### config.mk
export PLATFORM = sky130hd
export DESIGN_NAME = mcl_host_credit_gate
export DESIGN_NICKNAME = d
export VERILOG_FILES = /design/src/rtl/mcl_host_credit_gate.sv
export SDC_FILE = /design/constraint.sdc
export NUM_CORES = 1
export LEC_CHECK = 0
export CORE_ASPECT_RATIO = 0.5
export CORE_MARGIN = 10
export CORE_UTILIZATION = 35
export DETAILED_ROUTE_END_ITERATION = 10
export GPL_ROUTABILITY_DRIVEN = 0
export MAX_ROUTING_LAYER = met4
export SLEW_MARGIN = 20
export SYNTH_ARGS = -nofsm -noshare
export SYNTH_HDL_FRONTEND = slang
export SYNTH_SLANG_ARGS = --single-unit
### constraint.sdc
create_clock -name clk_i -period 6.65 [get_ports clk_i]
set_clock_uncertainty 0.05 [all_clocks]
set_input_delay 0.9975 -clock clk_i [delete_from_list [all_inputs] [get_ports clk_i]]
set_output_delay 0.9975 -clock clk_i [all_outputs]
set_load 0.03 [all_outputs]
### src/rtl/mcl_host_credit_gate.sv
// Credit gate between the host bridge transmit path and the manycore link: a two-entry
// request buffer, response credit accounting against the receive FIFO, and a host fence.
module mcl_host_credit_gate #(
    parameter int mcl_width_p       = 32,
    parameter int max_out_credits_p = 16,
    parameter int resp_bit_p        = 0,
    parameter int cw_lp             = $clog2(max_out_credits_p + 1)
) (
    input  logic                   clk_i,
    input  logic                   reset_i,
    input  logic                   host_v_i,
    input  logic [mcl_width_p-1:0] host_data_i,
    output logic                   host_ready_o,
    output logic                   link_v_o,
    output logic [mcl_width_p-1:0] link_data_o,
    input  logic                   link_ready_i,
    input  logic                   resp_v_i,
    input  logic                   resp_ready_i,
    input  logic [cw_lp-1:0]       rcv_vacancy_i,
    input  logic                   fence_i,
    output logic                   fence_done_o,
    output logic [cw_lp-1:0]       in_flight_o,
    output logic                   err_o
);

    localparam logic [cw_lp-1:0] max_credits_lp = cw_lp'(max_out_credits_p);

    typedef enum logic [1:0] {
        RUN   = 2'd0,
        FENCE = 2'd1,
        DONE  = 2'd2
    } state_e;

    state_e                 state;
    state_e                 state_next;

    logic [mcl_width_p-1:0] mem [2];
    logic                   wr_ptr;
    logic                   rd_ptr;
    logic [1:0]             count;
    logic [cw_lp-1:0]       in_flight;
    logic                   err;

    logic                   rsp_req;
    logic                   credit_ok;
    logic                   buf_full;
    logic                   buf_empty;
    logic                   enq;
    logic                   deq;
    logic                   inc;
    logic                   dec;

    assign rsp_req   = host_data_i[resp_bit_p];
    assign credit_ok = (in_flight < rcv_vacancy_i) && (in_flight < max_credits_lp);
    assign buf_full  = (count == 2'd2);
    assign buf_empty = (count == 2'd0);
    assign enq       = host_v_i & host_ready_o;
    assign deq       = link_v_o & link_ready_i;
    assign inc       = enq & rsp_req;
    assign dec       = resp_v_i & resp_ready_i;

    assign link_v_o    = ~reset_i & ~buf_empty;
    assign link_data_o = mem[rd_ptr];
    assign in_flight_o = in_flight;
    assign err_o       = err;

    always_ff @(posedge clk_i) begin
        if (reset_i) begin
            state <= RUN;
        end else begin
            state <= state_next;
        end
    end

    always_comb begin
        state_next = state;
        unique case (state)
            RUN:     if (fence_i) state_next = FENCE;
            FENCE:   if (buf_empty && (in_flight == '0)) state_next = DONE;
            DONE:    state_next = RUN;
            default: state_next = RUN;
        endcase
    end

    // A fence blocks issue in the very cycle it is raised, not one cycle later.
    always_comb begin
        host_ready_o = 1'b0;
        fence_done_o = 1'b0;
        unique case (state)
            RUN:     host_ready_o = ~reset_i & ~fence_i & ~buf_full & (~rsp_req | credit_ok);
            DONE:    fence_done_o = 1'b1;
            default: begin
                host_ready_o = 1'b0;
                fence_done_o = 1'b0;
            end
        endcase
    end

    always_ff @(posedge clk_i) begin
        if (enq) begin
            mem[wr_ptr] <= host_data_i;
        end
    end

    always_ff @(posedge clk_i) begin
        if (reset_i) begin
            wr_ptr <= 1'b0;
            rd_ptr <= 1'b0;
            count  <= 2'd0;
        end else begin
            if (enq) wr_ptr <= ~wr_ptr;
            if (deq) rd_ptr <= ~rd_ptr;
            case ({enq, deq})
                2'b10:   count <= count + 2'd1;
                2'b01:   count <= count - 2'd1;
                default: count <= count;
            endcase
        end
    end

    // The counter saturates instead of wrapping; an out-of-range move flags err sticky.
    always_ff @(posedge clk_i) begin
        if (reset_i) begin
            in_flight <= '0;
            err       <= 1'b0;
        end else begin
            if (dec && (in_flight == '0)) begin
                err <= 1'b1;
            end
            if (inc && !dec && (in_flight == max_credits_lp)) begin
                err <= 1'b1;
            end
            if (inc && !dec && (in_flight != max_credits_lp)) begin
                in_flight <= in_flight + cw_lp'(1);
            end else if (dec && !inc && (in_flight != '0)) begin
                in_flight <= in_flight - cw_lp'(1);
            end
        end
    end

endmodule
# Word-level counts from Yosys, hierarchy flattened
# Memories as Yosys holds them, arrays and structs flattened. A register that Yosys moved wholly into a read port is not among the register bits.
# Cells that the tools add are included.
[word_totals]
memories = 1
ram_bits = 64
output_inout_bits = 41
regBits = 12
[mem_list]
columns = ["name", "depth", "width", "read_ports", "rd_clocked_by_memory_dff", "write_ports", "line", "text"]
rows = [
  ["mem", 2, 32, 1, 1, 1, "37", "logic [mcl_width_p-1:0] mem [2];"],
]
[classes]
mux = 14
add_sub_neg = 4
n_eq_ne = 9
magnitude_cmp = 2
reduce_logical = 18
bitwise_logic = 16
[ops]
columns = ["cell", "n"]
rows = [
  ["5-bit 2-to-1 mux", 2],
  ["1-bit bitwise AND", 8],
  ["1-bit logical AND", 8],
  ["1-bit 2-to-1 mux", 8],
  ["2-bit one-hot mux with 2 select lines", 2],
  ["1-bit NOT", 7],
  ["2-bit equality test (second input constant)", 3],
  ["2-bit nonzero test", 3],
  ["5-bit by 1-bit adder with 5-bit output (second input constant)", 1],
  ["5-bit equality test (second input constant)", 1],
  ["5-bit zero test", 1],
  ["5-bit < comparator", 1],
  ["5-bit < comparator (second input constant)", 1],
  ["5-bit != test (second input constant)", 1],
  ["5-bit nonzero test", 1],
  ["5-bit by 1-bit subtractor with 5-bit output (second input constant)", 1],
  ["2-bit by 1-bit equality test with 1-bit output (second input constant)", 2],
  ["2-bit zero test", 2],
  ["2-bit 2-to-1 mux", 2],
  ["2-bit != test (second input constant)", 2],
  ["2-bit by 1-bit adder with 2-bit output (second input constant)", 1],
  ["1-bit zero test", 2],
  ["2-bit AND reduction", 1],
  ["2-bit by 1-bit subtractor with 2-bit output (second input constant)", 1],
  ["1-bit bitwise OR", 1],
]

# Longest topological paths before layout
# Gate-level depths: netlist (run 1).
[depth]
depth_word = 12
mapped_depth = 12
mapped_depth_nobuf = 12

# Least setup slack after synthesis (run 1)
# Ideal clock, no wire load.
[synth_path]
path_kind = "in2reg"
startpoint = "input rcv_vacancy_i[2]"
endpoint = "memory mem[1][0] (enable)"
n_path_buf = 0
path_slack_ns = 2.769
arrival_ns = 3.410
path_stages = 7
t_required_ns = 6.179
path_cell_list = "inv_1 -> ha_1 -> a21oi_1 -> o21ai_0 -> a21bo_2 -> a21o_1 -> nor2_1"
[synth_between]
elab_chain_len = 8
[synth_lines]
columns = ["element", "line", "text"]
rows = [
  ["start: declaration", "19", "input logic [cw_lp-1:0] rcv_vacancy_i,"],
  ["5-bit < comparator", "54", "assign credit_ok = (in_flight < rcv_vacancy_i) && (in_flight < max_credits_lp);"],
  ["1-bit logical AND", "54", ""],
  ["1-bit bitwise OR", "90", "RUN: host_ready_o = ~reset_i & ~fence_i & ~buf_full & (~rsp_req | credit_ok);"],
  ["1-bit bitwise AND", "90", ""],
  ["1-bit 2-to-1 mux", "89", "unique case (state)"],
  ["1-bit bitwise AND", "57", "assign enq = host_v_i & host_ready_o;"],
  ["1-bit 2-to-1 mux", "100", "if (enq) begin"],
  ["1-bit 2-to-1 mux (implied by the code)", "101", "mem[wr_ptr] <= host_data_i;"],
  ["end: declaration", "37", ""],
]
# Every way passes these cells.

# Final worst setup path (run 1)
[layout_path]
startpoint = "input rcv_vacancy_i[2]"
endpoint = "output host_ready_o"
[layout_between]
elab_chain_len = 5
[layout_lines]
columns = ["element", "line", "text"]
rows = [
  ["5-bit < comparator", "54", ""],
  ["1-bit logical AND", "54", ""],
  ["1-bit bitwise OR", "90", ""],
  ["1-bit bitwise AND", "90", ""],
  ["1-bit 2-to-1 mux", "89", ""],
  ["end: declaration", "13", "output logic host_ready_o,"],
]
# Every way passes these cells.

==> impl.org, run 1 <==
** Status
- Run status :: complete, no violations

** Placement
- Number of input and output port buffers inserted :: 84
- DP Wirelength :: approximately 4.7 mm
- Placed cells :: 393

** Global routing
- The total overflow left after global routing is 0.
- Wire length of the first global-routing pass :: 10.72 mm
- The via count of the first global-routing pass is between 2000 and 2500.
- Antenna violations before repair :: 0
- Pin count of the biggest net entering global routing :: 33
- GRT Overall Usage :: 0.1044

** Drt
- Detail-routed net length per standard cell :: roughly 17 um
- Total routed wirelength :: around 7 mm
- The first TritonRoute pass finished after 4 iterations.
- Initial drt markers :: 46
- The count of nets left with antenna violations once routing finished came out at 0.
- Post-detailed-route DRC marker count :: 0
- Using the TritonRoute via totals, the vias-per-cell ratio works out to approximately 4.6.
- Vias after detailed routing :: 1880

** Timing
- Total negative slack :: 0 ns
- Setup violations, final :: 0
- Dividing the final minimum period by the clock period gives 0.6463.
- Max frequency :: roughly 230 MHz
- Final hold analysis gives a worst-case slack of roughly 0.43 ns.
- Slew at the pin with the worst max-slew slack :: slightly below 1 ns
- Setup repair after global routing left no endpoint under its margin.
- The smallest clock period supported by the final layout is computed as around 4.3 ns.
- Worst max-slew margin expressed relative to the limit :: 0.3451
- Final hold violation count :: 0
- The number of max-slew violations in the final report came to 0.

** CTS
- Number of levels in the clock H-tree :: 3
- CTS placed an instance of sky130_fd_sc_hd__clkbuf_16 at the clock tree root.
- Clk sinks :: 77
- After clock tree synthesis, the setup repair step added 0 buffers.
- For the worst-skew pair, the clock arrives at the later sink with an insertion delay of 0.32 ns.
- After clock tree synthesis, the clock-pin slew on the worst setup and hold paths is about 0.05 ns.
- Number of resized instances in the post-cts repair step :: 0
- The clock passes through at most 2 buffers.
- In this run, post-CTS hold repair placed 0 buffers.
- TritonCTS built the clock tree.
- In this run, CTS created clock tree buffers numbering 9.

** Synth
- Proportion of register bits with asynchronous set or reset after synthesis :: 0
- Cell taking the most area after synthesis :: sky130_fd_sc_hd__edfxtp_1
- Syn avg cell area :: between 15 and 20 sq um
- Synthesis produced 197 cells.
- Number of distinct standard cells referenced by the synthesized netlist :: 38
- Net count after synthesis :: 250
- Of the synthesized area, sequential elements account for 0.6818.
- sky130_fd_sc_hd__edfxtp_1 is the most common cell in the netlist.
- In this run the cell area of the synthesized design comes to 3201 sq um.
- The share of synthesized area in the top cell type comes to 0.6005.
- The most used flip-flop cell after synthesis is sky130_fd_sc_hd__edfxtp_1.
- Sorting the synthesized cells by how often they occur yields 64 x sky130_fd_sc_hd__edfxtp_1, 33 x sky130_fd_sc_hd__mux2_2, 13 x sky130_fd_sc_hd__dfxtp_1.
- Flops & latches, synth :: just under 80
- After synthesis, the cell types taking the most area are sky130_fd_sc_hd__edfxtp_1 60%, sky130_fd_sc_hd__mux2_2 12%, sky130_fd_sc_hd__dfxtp_1 8.1%, sky130_fd_sc_hd__ha_1 3.1%, sky130_fd_sc_hd__nor2_1 1.4%.
- For this run, the number of Yosys warnings is 0.
- In this run, synthesis inferred 64 flip-flops with an integrated enable.

** Finish
- Registers take about 2200 sq um.
- Count of non-filler cells in the finished layout :: between 400 and 500
- The repair_antennas step left the layout with diodes totalling 0.
- The net count of the finished layout is 340.
- Fraction of layout instances using a drive strength above 1 :: 0.1993
- Area of the multi-input gates :: 987.2 sq um
- Counting the fill cells in the layout gives about 750.
- Area growth from synthesis to layout :: 38.78%

** Worst setup path
- For flop-to-flop paths, the worst setup slack is between 3 and 4 ns.
- STA classifies the critical path endpoint as an output pin.
- Crit Path Class :: primary input to output pin
- Critical path launch point type :: primary input
- At the worst endpoint, the arrival time is ~3.3 ns.
- STA puts the critical path data required time at around 5.6 ns.
- In this run the worst path has a maximum fanout of 2.

** Floorplanning
- Initial core utilization :: 0.3638
- Top-level port count :: 85
- Area of the core :: between 8000 and 9000 sq um
- The floorplan has 24 rows.
- Die height :: 87.62 um
- Die outline width :: approximately 160 um
- The die covers around 14000 sq um.

** Pwr
- The share of total power dissipated in combinational logic is 0.312.
- Static power due to leakage :: ~0.0015 uW
- Power spread over the standard cell area amounts to 340.1 nW/um^2.
- Max VDD drop :: approximately 0.23 mV
- For this design the total switching power over the nets is about 460 uW.
- Cell internal power was estimated by the tool at ~1000 uW.
- Switching power as a share of total power :: 0.3059
- Of the total power, the clock network draws 0.278.
- The share of total power dissipated in sequential elements is 0.410.

** Worst hold path
- In this run the worst hold path is classified as register to register.

** Run
- Number of max-capacitance violations reported :: 0
==> critical path: stages <==
cell	delay, ns
sky130_fd_sc_hd__clkdlybuf4s50_1	0.46
sky130_fd_sc_hd__inv_1	0.04
sky130_fd_sc_hd__ha_1	0.29
sky130_fd_sc_hd__a21oi_1	0.14
sky130_fd_sc_hd__o21ai_0	0.22
sky130_fd_sc_hd__a21bo_2	0.27
sky130_fd_sc_hd__a21oi_1	0.14
sky130_fd_sc_hd__clkdlybuf4s50_1	0.70
==> cell families (layout without fill, tap and decap cells) <==
logic type,Yosys count,count (layout),synth area share
flip-flops,77,77,0.6818
multiplexers,39,39,0.1368
AND/OR/NAND/NOR,37,37,0.07349
AO/OA/AOI/OAI,18,18,0.03948
buffers and inverters,11,105,0.01446
adder cells (fa/ha/maj),9,9,0.03753
XOR/XNOR,6,6,0.01642
==> cells in the final DEF, fill, tap and decap left out, types with 3 or more instances in the layout <==
cell type                         synthesis  layout
sky130_fd_sc_hd__inv_1                    5       5
sky130_fd_sc_hd__o21ai_0                  3       3
sky130_fd_sc_hd__a21oi_1                  6       6
sky130_fd_sc_hd__ha_1                     8       8
sky130_fd_sc_hd__mux2i_1                  3       3
sky130_fd_sc_hd__clkdlybuf4s50_1          0      84
sky130_fd_sc_hd__clkbuf_16                0       9
sky130_fd_sc_hd__mux2_2                  33      33
sky130_fd_sc_hd__nand2_1                  4       4
sky130_fd_sc_hd__nor2_4                   1       3
sky130_fd_sc_hd__a21o_1                   3       3
sky130_fd_sc_hd__xnor2_1                  4       4
sky130_fd_sc_hd__nand2b_1                 4       4
sky130_fd_sc_hd__nor2_1                  12      10
sky130_fd_sc_hd__nor2b_1                  5       5
sky130_fd_sc_hd__edfxtp_1                64      64
sky130_fd_sc_hd__dfxtp_1                 13      13
==> worst paths after layout <==
check | start | endpoint | depth (start not counted)
max | rcv_vacancy_i[2] | host_ready_o | 8
min | err_o | err_o | 2
max reg2reg | in_flight_o[4] | in_flight_o[4] | 11
min reg2reg | err_o | err_o | 2
==> power groups by stage <==
stage	Clock (uW)	Combinational, uW	Sequential (uW)
global placement	0	471	628
detailed placement	0	476	630
finish	420	471	619
CTS	438	479	621
global route	456	517	628
floorplan	0	285	652
==> per-stage QoR <==
| stage | total power (uW) | instance area [sq um] | util | worst slack [ns] |
|---|---|---|---|---|
| after floorplan | 936.8 | 3201 | - | 2.769 |
| after global placement | 1099 | 4183 | 0.4754 | 2.337 |
| after detailed placement | 1106 | 4183 | 0.4754 | 2.356 |
| after CTS | 1539 | 4442 | 0.5048 | 2.328 |
| after global routing | 1602 | 4442 | 0.5048 | 2.243 |
| final | 1511 | 4442 | 0.5048 | 2.352 |
==> per-layer routing <==
metal | routed length, um | global-route usage
met5 | 0 | -
met4 | 65 | 0.03801
met3 | 242 | 0.03376
met2 | 3741 | 0.1843
met1 | 2758 | 0.1089
==> flip-flops by register name, summed over array words and instances (netlist names), named ones only <==
name / count
state: 2
wr_ptr: 1
mem: 64
count: 2
in_flight_o: 5
rd_ptr: 1
err_o: 1
==> cell type report <==
type                    instances  area share
multi-input cells             109      0.2223
inverters                       5    0.004225
well taps                     117     0.03296
clock inverters                 4    0.005915
flip-flops and latches         77      0.4913
clock buffers                  11     0.05239
repair buffers                 85      0.1910
Note: power is estimated with default switching activity, not from simulation.
==> run 2: changes to the inputs <==
==> constraint.sdc (replaced) <==
create_clock -name clk_i -period 4.25 [get_ports clk_i]
set_clock_uncertainty 0.05 [all_clocks]
set_input_delay 0.6375 -clock clk_i [delete_from_list [all_inputs] [get_ports clk_i]]
set_output_delay 0.6375 -clock clk_i [all_outputs]
set_load 0.03 [all_outputs]
==> run 2 against run 1 <==
  * Non-clock buffer count increased by 3
  * Largest cell class unchanged
  * Final cell count increased by 0.74%
  * Setup slack got worse by 1.6 ns
  * Power increased by 57%
  * Flip-flop and latch count unchanged
  * Global-route usage decreased by 0.11 points
  * Via count increased by 0.16%
  * Sequential power increased by 56%
  * Hold slack got worse by 0.0012 ns
  * Clock-buffer cell count decreased by 1
  * Critical endpoint is now in_flight_o[4]
  * Design area increased by 1.0%
  * Sequential share of layout area decreased by 0.51 points
==> impl.org, run 2 (synthesis gave the netlist of run 1 again) <==
** Status
- The run finished with clean final reports.

** Worst setup path
- Measured in cells, the most critical reg-to-reg path has a length of 11.
- Critical path fanouts, max :: 4
- At the worst endpoint, the arrival time is between 3 and 4 ns.
- Origin of the critical flop-to-flop path :: in_flight_o[4]
- The critical path is of the primary input to register type.
- Required arrival time at the worst endpoint :: 4.41 ns
- Worst R2R End :: in_flight_o[4]
- Worst Setup End Kind :: register
- STA classifies the critical path startpoint as a primary input.
- Internal reg-to-reg setup slack :: between 1 and 1.5 ns

** Global routing
- In the global route stage, met1 resource usage came out at 0.1076.
- For this run the aggregate overflow at the end of global routing stands at 0.
- Pin count of the biggest net entering global routing :: 33
- Wire length of the first global-routing pass :: approximately 11 mm
- Routing usage on met2 :: 0.1778
- GRT Overall Usage :: 0.1033
- Global-route track usage on met3 :: 0.03767
- GRT busiest layer :: met2
- The initial antenna violation count is 0.
- Vias in the first global route :: about 2100

** Floorplanning
- Top-level port count :: 85
- In this run the vertical extent of the chip is 87.62 um.
- Initial core utilization :: 0.3638
- The die covers 13600 sq um.
- Row cnt :: 24
- Die outline width :: between 150 and 200 um
- The core region is 8798 sq um.

** Finish
- In the layout the commonest cells are 84 x sky130_fd_sc_hd__clkdlybuf4s50_1, 64 x sky130_fd_sc_hd__edfxtp_1, 33 x sky130_fd_sc_hd__mux2_2.
- The multi-input combinational cells in the finished layout cover a total of 987.2 sq um.
- Compared with the post-synthesis result, the final layout area differs by 40.23%.
- Final Net Count :: between 300 and 400
- Leaving out fill and tap cells, the most frequent cell in the layout is sky130_fd_sc_hd__clkdlybuf4s50_1.
- Summing all flip-flop and latch instances after layout gives between 2000 and 2500 sq um.
- In the final layout, the share of cells above drive strength 1 is 0.2075.
- Count of non-filler cells in the finished layout :: about 400
- Register with the most flip-flops :: mem
- The layout has ~760 filler cells.
- The number of antenna diodes in the final layout is 0.
- Largest register FFs :: 64

** Pwr
- For this design the static power due to leakage is 0.001553 uW.
- Total power per unit cell area :: approximately 530 nW/um^2
- Max VDD drop :: between 0.3 and 0.4 mV
- Overall power of the completed layout :: between 2000 and 2500 uW

** CTS
- The H-tree was split into 3 levels.
- Total clock buffers created by CTS :: 9
- After clock tree synthesis, the clock-pin slew on the worst setup and hold paths is about 0.050 ns.
- Clk sinks :: 77
- For the worst-skew pair, the clock arrives at the later sink with an insertion delay of about 0.32 ns.
- The root buffer cell chosen for the clock tree is sky130_fd_sc_hd__clkbuf_16.
- Gates resized during post-CTS repair numbered 0.
- Post-CTS timing repair inserted 0 buffers for setup.
- Buffer levels on the longest clock path :: 2
- TritonCTS built the clock tree.
- For this design, the CTS-stage hold fixing added 0 buffers.

** Worst hold path
- Path category of the worst min-delay check :: register to register
- In this run the most critical hold path is launched from err_o.
- Worst Hold Path EP :: err_o
- Hold Path Depth :: 2

** Placement
- DP Wirelength :: between 4 and 5 mm
- Once placement completed, the tool counted placed cells totaling around 400.
- Number of input and output port buffers inserted :: 84

** Timing
- Setup repair after global routing left no endpoint under its margin.
- Setup violations, final :: 0
- The smallest clock period supported by the final layout is computed as 3.546 ns.
- Final critical-path share of the clock period :: 0.8343
- Total negative slack :: 0 ns
- Slew at the pin with the worst max-slew slack :: between 0.5 and 0.6 ns
- Count of pins over their slew limit :: 0
- Worst slack on hold paths :: approximately 0.43 ns
- Worst max-slew margin expressed relative to the limit :: 0.6126
- Final hold violation count :: 0
- Static timing analysis puts the maximum clock frequency at 282.0 MHz.

** Drt
- Dividing the detail-routed wire length by the instance count gives roughly 16 um.
- Initial drt markers :: 65
- Via density per instance :: between 4 and 5
- Detailed-router iteration count before antenna repair :: 4
- Total routed wirelength :: between 6 and 7 mm
- Final ANT Viol Nets :: 0
- For this block, the via count after detailed routing is about 1900.
- Post-detailed-route DRC marker count :: 0

** Run
- Number of max-capacitance violations reported :: 0
==> run 2: stage by stage <==
step | area (sq um) | worst slack, ns | util
after floorplan | 3201 | 0.7286 | -
after global placement | 4230 | 0.4516 | 0.4808
after detailed placement | 4230 | 0.3254 | 0.4808
after CTS | 4488 | 0.6682 | 0.5101
after global routing | 4488 | 0.4623 | 0.5101
final | 4488 | 0.7041 | 0.5101
==> run 2: critical path: stages <==
cell                              delay [ns]
sky130_fd_sc_hd__clkdlybuf4s50_1        0.46
sky130_fd_sc_hd__inv_1                  0.04
sky130_fd_sc_hd__ha_1                   0.29
sky130_fd_sc_hd__a211oi_1               0.27
sky130_fd_sc_hd__nand2_1                0.14
sky130_fd_sc_hd__a211oi_4               0.29
sky130_fd_sc_hd__nand2_1                0.20
sky130_fd_sc_hd__fa_1                   0.44
sky130_fd_sc_hd__a21o_1                 0.17
sky130_fd_sc_hd__a21oi_1                0.17
sky130_fd_sc_hd__nor3b_1                0.21
sky130_fd_sc_hd__mux2i_1                0.11
sky130_fd_sc_hd__mux2_2                 0.28
==> run 2: per-layer routing <==
layer	wire length, um	vias to the layer above
li1	-	921
met1	2700	915
met2	3517	40
met3	301	7
met4	63	0
met5	0	-
==> run 2: area by class of cell <==
class                           count  share of cell area
Clock buffer                       10             0.05102
Timing Repair Buffer               88              0.1996
Sequential cell                    77              0.4862
Clock inverter                      5            0.006412
Inverter                            5            0.004182
Tap cell                          117             0.03262
Multi-Input combinational cell    109              0.2200
==> run 2: how the worst max path moves through the flow <==
stage	from	endpoint	slack, ns	depth (start not counted)
CTS	rcv_vacancy_i[4]	in_flight_o[4]	0.67	13
floorplan	rcv_vacancy_i[2]	mem[1][0]	0.73	7
global placement	rcv_vacancy_i[2]	in_flight_o[4]	0.45	13
global route	rcv_vacancy_i[4]	in_flight_o[4]	0.46	13
finish	rcv_vacancy_i[4]	in_flight_o[4]	0.70	13
detailed placement	rcv_vacancy_i[4]	in_flight_o[4]	0.33	13
==> run 2: report_power, final <==
part	switching, uW	internal, uW	leakage [uW]
Sequential	65.0	901	0.000685
Clock	270	387	0.000122
Combinational	392	356	0.000746
Total	726	1640	0.00155
==> run 3: changes to the inputs <==
==> constraint.sdc (replaced) <==
create_clock -name clk_i -period 3.5 [get_ports clk_i]
set_clock_uncertainty 0.05 [all_clocks]
set_input_delay 0.525 -clock clk_i [delete_from_list [all_inputs] [get_ports clk_i]]
set_output_delay 0.525 -clock clk_i [all_outputs]
set_load 0.03 [all_outputs]
==> run 3 against run 2 <==
  * Largest power group unchanged
  * Flip-flop and latch count unchanged
  * Non-clock buffer count up 6
  * Register-to-register slack worse by 0.55 ns
  * Global-route usage down 0.11 points
  * Combinational power up 26%
  * Die area unchanged
  * Core utilization up 0.78 points
  * Clock power up 31%
  * Power up 26%
  * Wire length up 2.1%
  * Final cell count up 1.2%
  * Setup slack worse by 0.47 ns
==> impl.org, run 3 (synthesis gave the netlist of run 1 again) <==
** Global routing
- Entering global routing, the biggest net connects 33 pins.
- In the global route stage, overall resource usage came out at 0.1021.
- The via count of the first global-routing pass was 2111.
- The initial antenna violation count was 0.
- Summed over all layers, the global routing overflow is 0.
- Wire length of the first global-routing pass :: 10.52 mm

** CTS
- The clock passes through at most 2 buffers.
- Clock-pin slew was measured on the worst setup and hold paths at around 0.050 ns.
- Root Buffer Master :: sky130_fd_sc_hd__clkbuf_16
- For this design, the sink count on the clock tree is 77.
- The H-tree was split into 3 levels.
- Total clock buffers created by CTS :: 9
- The later pin in the worst-skew pair is clocked with a latency of 0.32 ns.
- TritonCTS built the clock tree.

** Finish
- At the end of the flow the core is filled with cells to 0.5179.
- The number of antenna diodes in the final layout is 0.
- Number of fill cells in the layout :: 762
- Largest register FFs :: 64
- Leaving out fill and tap cells, the most frequent cell in the layout is sky130_fd_sc_hd__clkdlybuf4s50_1.
- Fraction of layout instances using a drive strength above 1 :: 0.2274
- Compared with the post-synthesis result, the final layout area differs by 42.38%.
- The register with the most flip-flops in the final layout is mem.
- The net count of the finished layout is roughly 350.
- Most used cells in the layout excluding fill and tap cells :: 83 x sky130_fd_sc_hd__clkdlybuf4s50_1, 64 x sky130_fd_sc_hd__edfxtp_1, 33 x sky130_fd_sc_hd__mux2_2

** Run
- Across the run, the number of max-cap violations was 0.

** Floorplanning
- In this run the core area contains 24 standard-cell rows.
- For this configuration, the core starts out at a cell density of 0.3638.
- The die covers 13600 sq um.
- Die outline width :: about 160 um
- Area of the core :: 8798 sq um
- Top-level port count :: 85
- Die height :: about 90 um

** Timing
- Setup violations, final :: 0
- Worst max-slew margin expressed relative to the limit :: 0.6796
- Total negative slack :: 0 ns
- At the pin with the least slew margin, the transition time is between 0.4 and 0.5 ns.
- Max frequency :: 306.5 MHz
- The number of endpoints with negative hold slack in the final report was 0.
- Final critical-path share of the clock period :: 0.9321
- The routed design could run at a clock period as short as between 3 and 4 ns.
- Setup repair after global routing left no endpoint under its margin.
- Count of pins over their slew limit :: 0

** Drt
- In the routed design, unresolved DRC markers number 0.
- The detailed router finished its first iteration with 80 violations.
- Summed over all layers, the routed wires come to slightly below 7 mm.
- In the routed layout, each cell is associated on average with a via count of roughly 4.7.
- Once detail routing completed, the nets flagged for antenna violations numbered 0.
- The first detailed-routing pass ran for 4 iterations.
- Vias after detailed routing :: 1943
- Detail-routed net length per standard cell :: roughly 16 um

** Pwr
- Static power due to leakage :: 0.001594 uW
- Max VDD drop :: roughly 0.56 mV
- Dividing total power by cell area gives a power density of around 650 nW/um^2.

** Worst setup path
- Buffering stage count on the worst path with inverters included :: 2
- Gate family responsible for the most delay along the worst path :: compound AO/OA/AOI/OAI gates
- STA classifies the critical path startpoint as a primary input.
- Walking the worst path, the cells encountered are clkdlybuf4s50_1, inv_1, ha_1, a21oi_1, o21ai_0, a211oi_4, nand2_1, fa_1, a21o_1, a21oi_1, nor3b_1, mux2i_1, mux2_2.
- Data on the critical path is required at its endpoint by around 3.7 ns.
- Worst Setup End Kind :: register
- FF-to-FF path depth :: 11
- The critical path crosses 13 cells after its start point.
- In this run the worst path has a maximum fanout of 4.
- Endpoint arrival time on the critical path :: about 3.4 ns
- Crit Path Class :: primary input to register
- Counting stages on the worst path, the most repeated cell is sky130_fd_sc_hd__a21oi_1.
- The slowest stage of the critical path belongs to the cell sky130_fd_sc_hd__clkdlybuf4s50_1.
- Delay of the slowest cell on the worst path :: 0.45 ns

** Placement
- Summed over all nets, the half-perimeter wirelength after detailed placement is between 4 and 5 mm.
- In this run the tool buffered the top-level ports with 84 buffer cells.

** Worst hold path
- Path category of the worst min-delay check :: register to register
- Counting instances, the worst hold path has a depth of 2.

** Status
- Run status :: complete, no violations
[run 3: cell count changes in the layout (fill, tap and decap cells not counted)]
cell	previous run	this run
sky130_fd_sc_hd__bufinv_16	0	1
sky130_fd_sc_hd__clkinv_4	0	1
sky130_fd_sc_hd__clkbuf_1	1	0
sky130_fd_sc_hd__clkinv_1	1	2
sky130_fd_sc_hd__buf_4	2	9
sky130_fd_sc_hd__clkinvlp_4	2	1
sky130_fd_sc_hd__clkinv_2	2	0
sky130_fd_sc_hd__a211oi_2	0	1
sky130_fd_sc_hd__a211oi_1	1	0
sky130_fd_sc_hd__clkdlybuf4s50_1	84	83
[run 3: layer usage]
metal,vias to the layer above,wire length [um],share of wire,GRT usage
li1,932,-,-,-
met1,967,2656,0.40,0.1016
met2,39,3782,0.56,0.1881
met3,5,217,0.032,0.03082
met4,0,65,0.0097,0.03801
met5,-,0,0,-
[run 3: worst paths after layout]
| path | start | to | slack, ns |
|---|---|---|---|
| hold reg to reg | err_o | err_o | 0.43 |
| setup / recovery | rcv_vacancy_i[2] | in_flight_o[4] | 0.24 |
| hold / removal | err_o | err_o | 0.43 |
| setup reg to reg | in_flight_o[2] | in_flight_o[4] | 0.50 |
[run 3: what timing repair did]
item | 4_1_cts | 5_1_grt
setup endpoints to repair | 0 | 1
resized for setup | 0 | 1
hold buffers | 0 | 0
setup buffers | 0 | 0
[run 3: layout make-up]
cell class,count,area (sq um),share of cell area
inverters,5,18.77,0.004119
multi-input cells,109,992.2,0.2177
well taps,117,146.4,0.03213
clock inverters,5,53.80,0.01181
flip-flops and latches,77,2182,0.4789
repair buffers,94,938.4,0.2059
clock buffers,9,225.2,0.04942
[run 3: power by group]
part / switching (uW) / leakage, uW / internal (uW) / total, uW
clock: 322 / 0.000132 / 539 / 861
sequential: 80.3 / 0.000685 / 1090 / 1170
combinational: 482 / 0.000777 / 462 / 944
total: 884 / 0.00159 / 2100 / 2980
[run 3: worst register-to-register path: cells and delay by family (launching register included)]
kind	cells	cell delay (ns)
muxes	2	0.37
AOI/OAI and AO/OA	5	0.95
and+or+nand+nor	2	0.36
adders and majority gates	2	0.71
DFF	1	0.45
[run 3: metrics by stage]
stage	hold WS, ns	instance area, sq um	power (uW)	instances	setup slack, ns
3_5_place_dp	0.4119	4273	2145	402	-0.1299
6_report	0.4340	4557	2979	416	0.2377
5_1_grt	0.4844	4557	3149	416	0.03294
2_1_floorplan	0.4002	3201	1780	197	0.06026
4_1_cts	0.4429	4552	3021	416	0.1987
3_3_place_gp	0.4150	4273	2132	402	0.006277
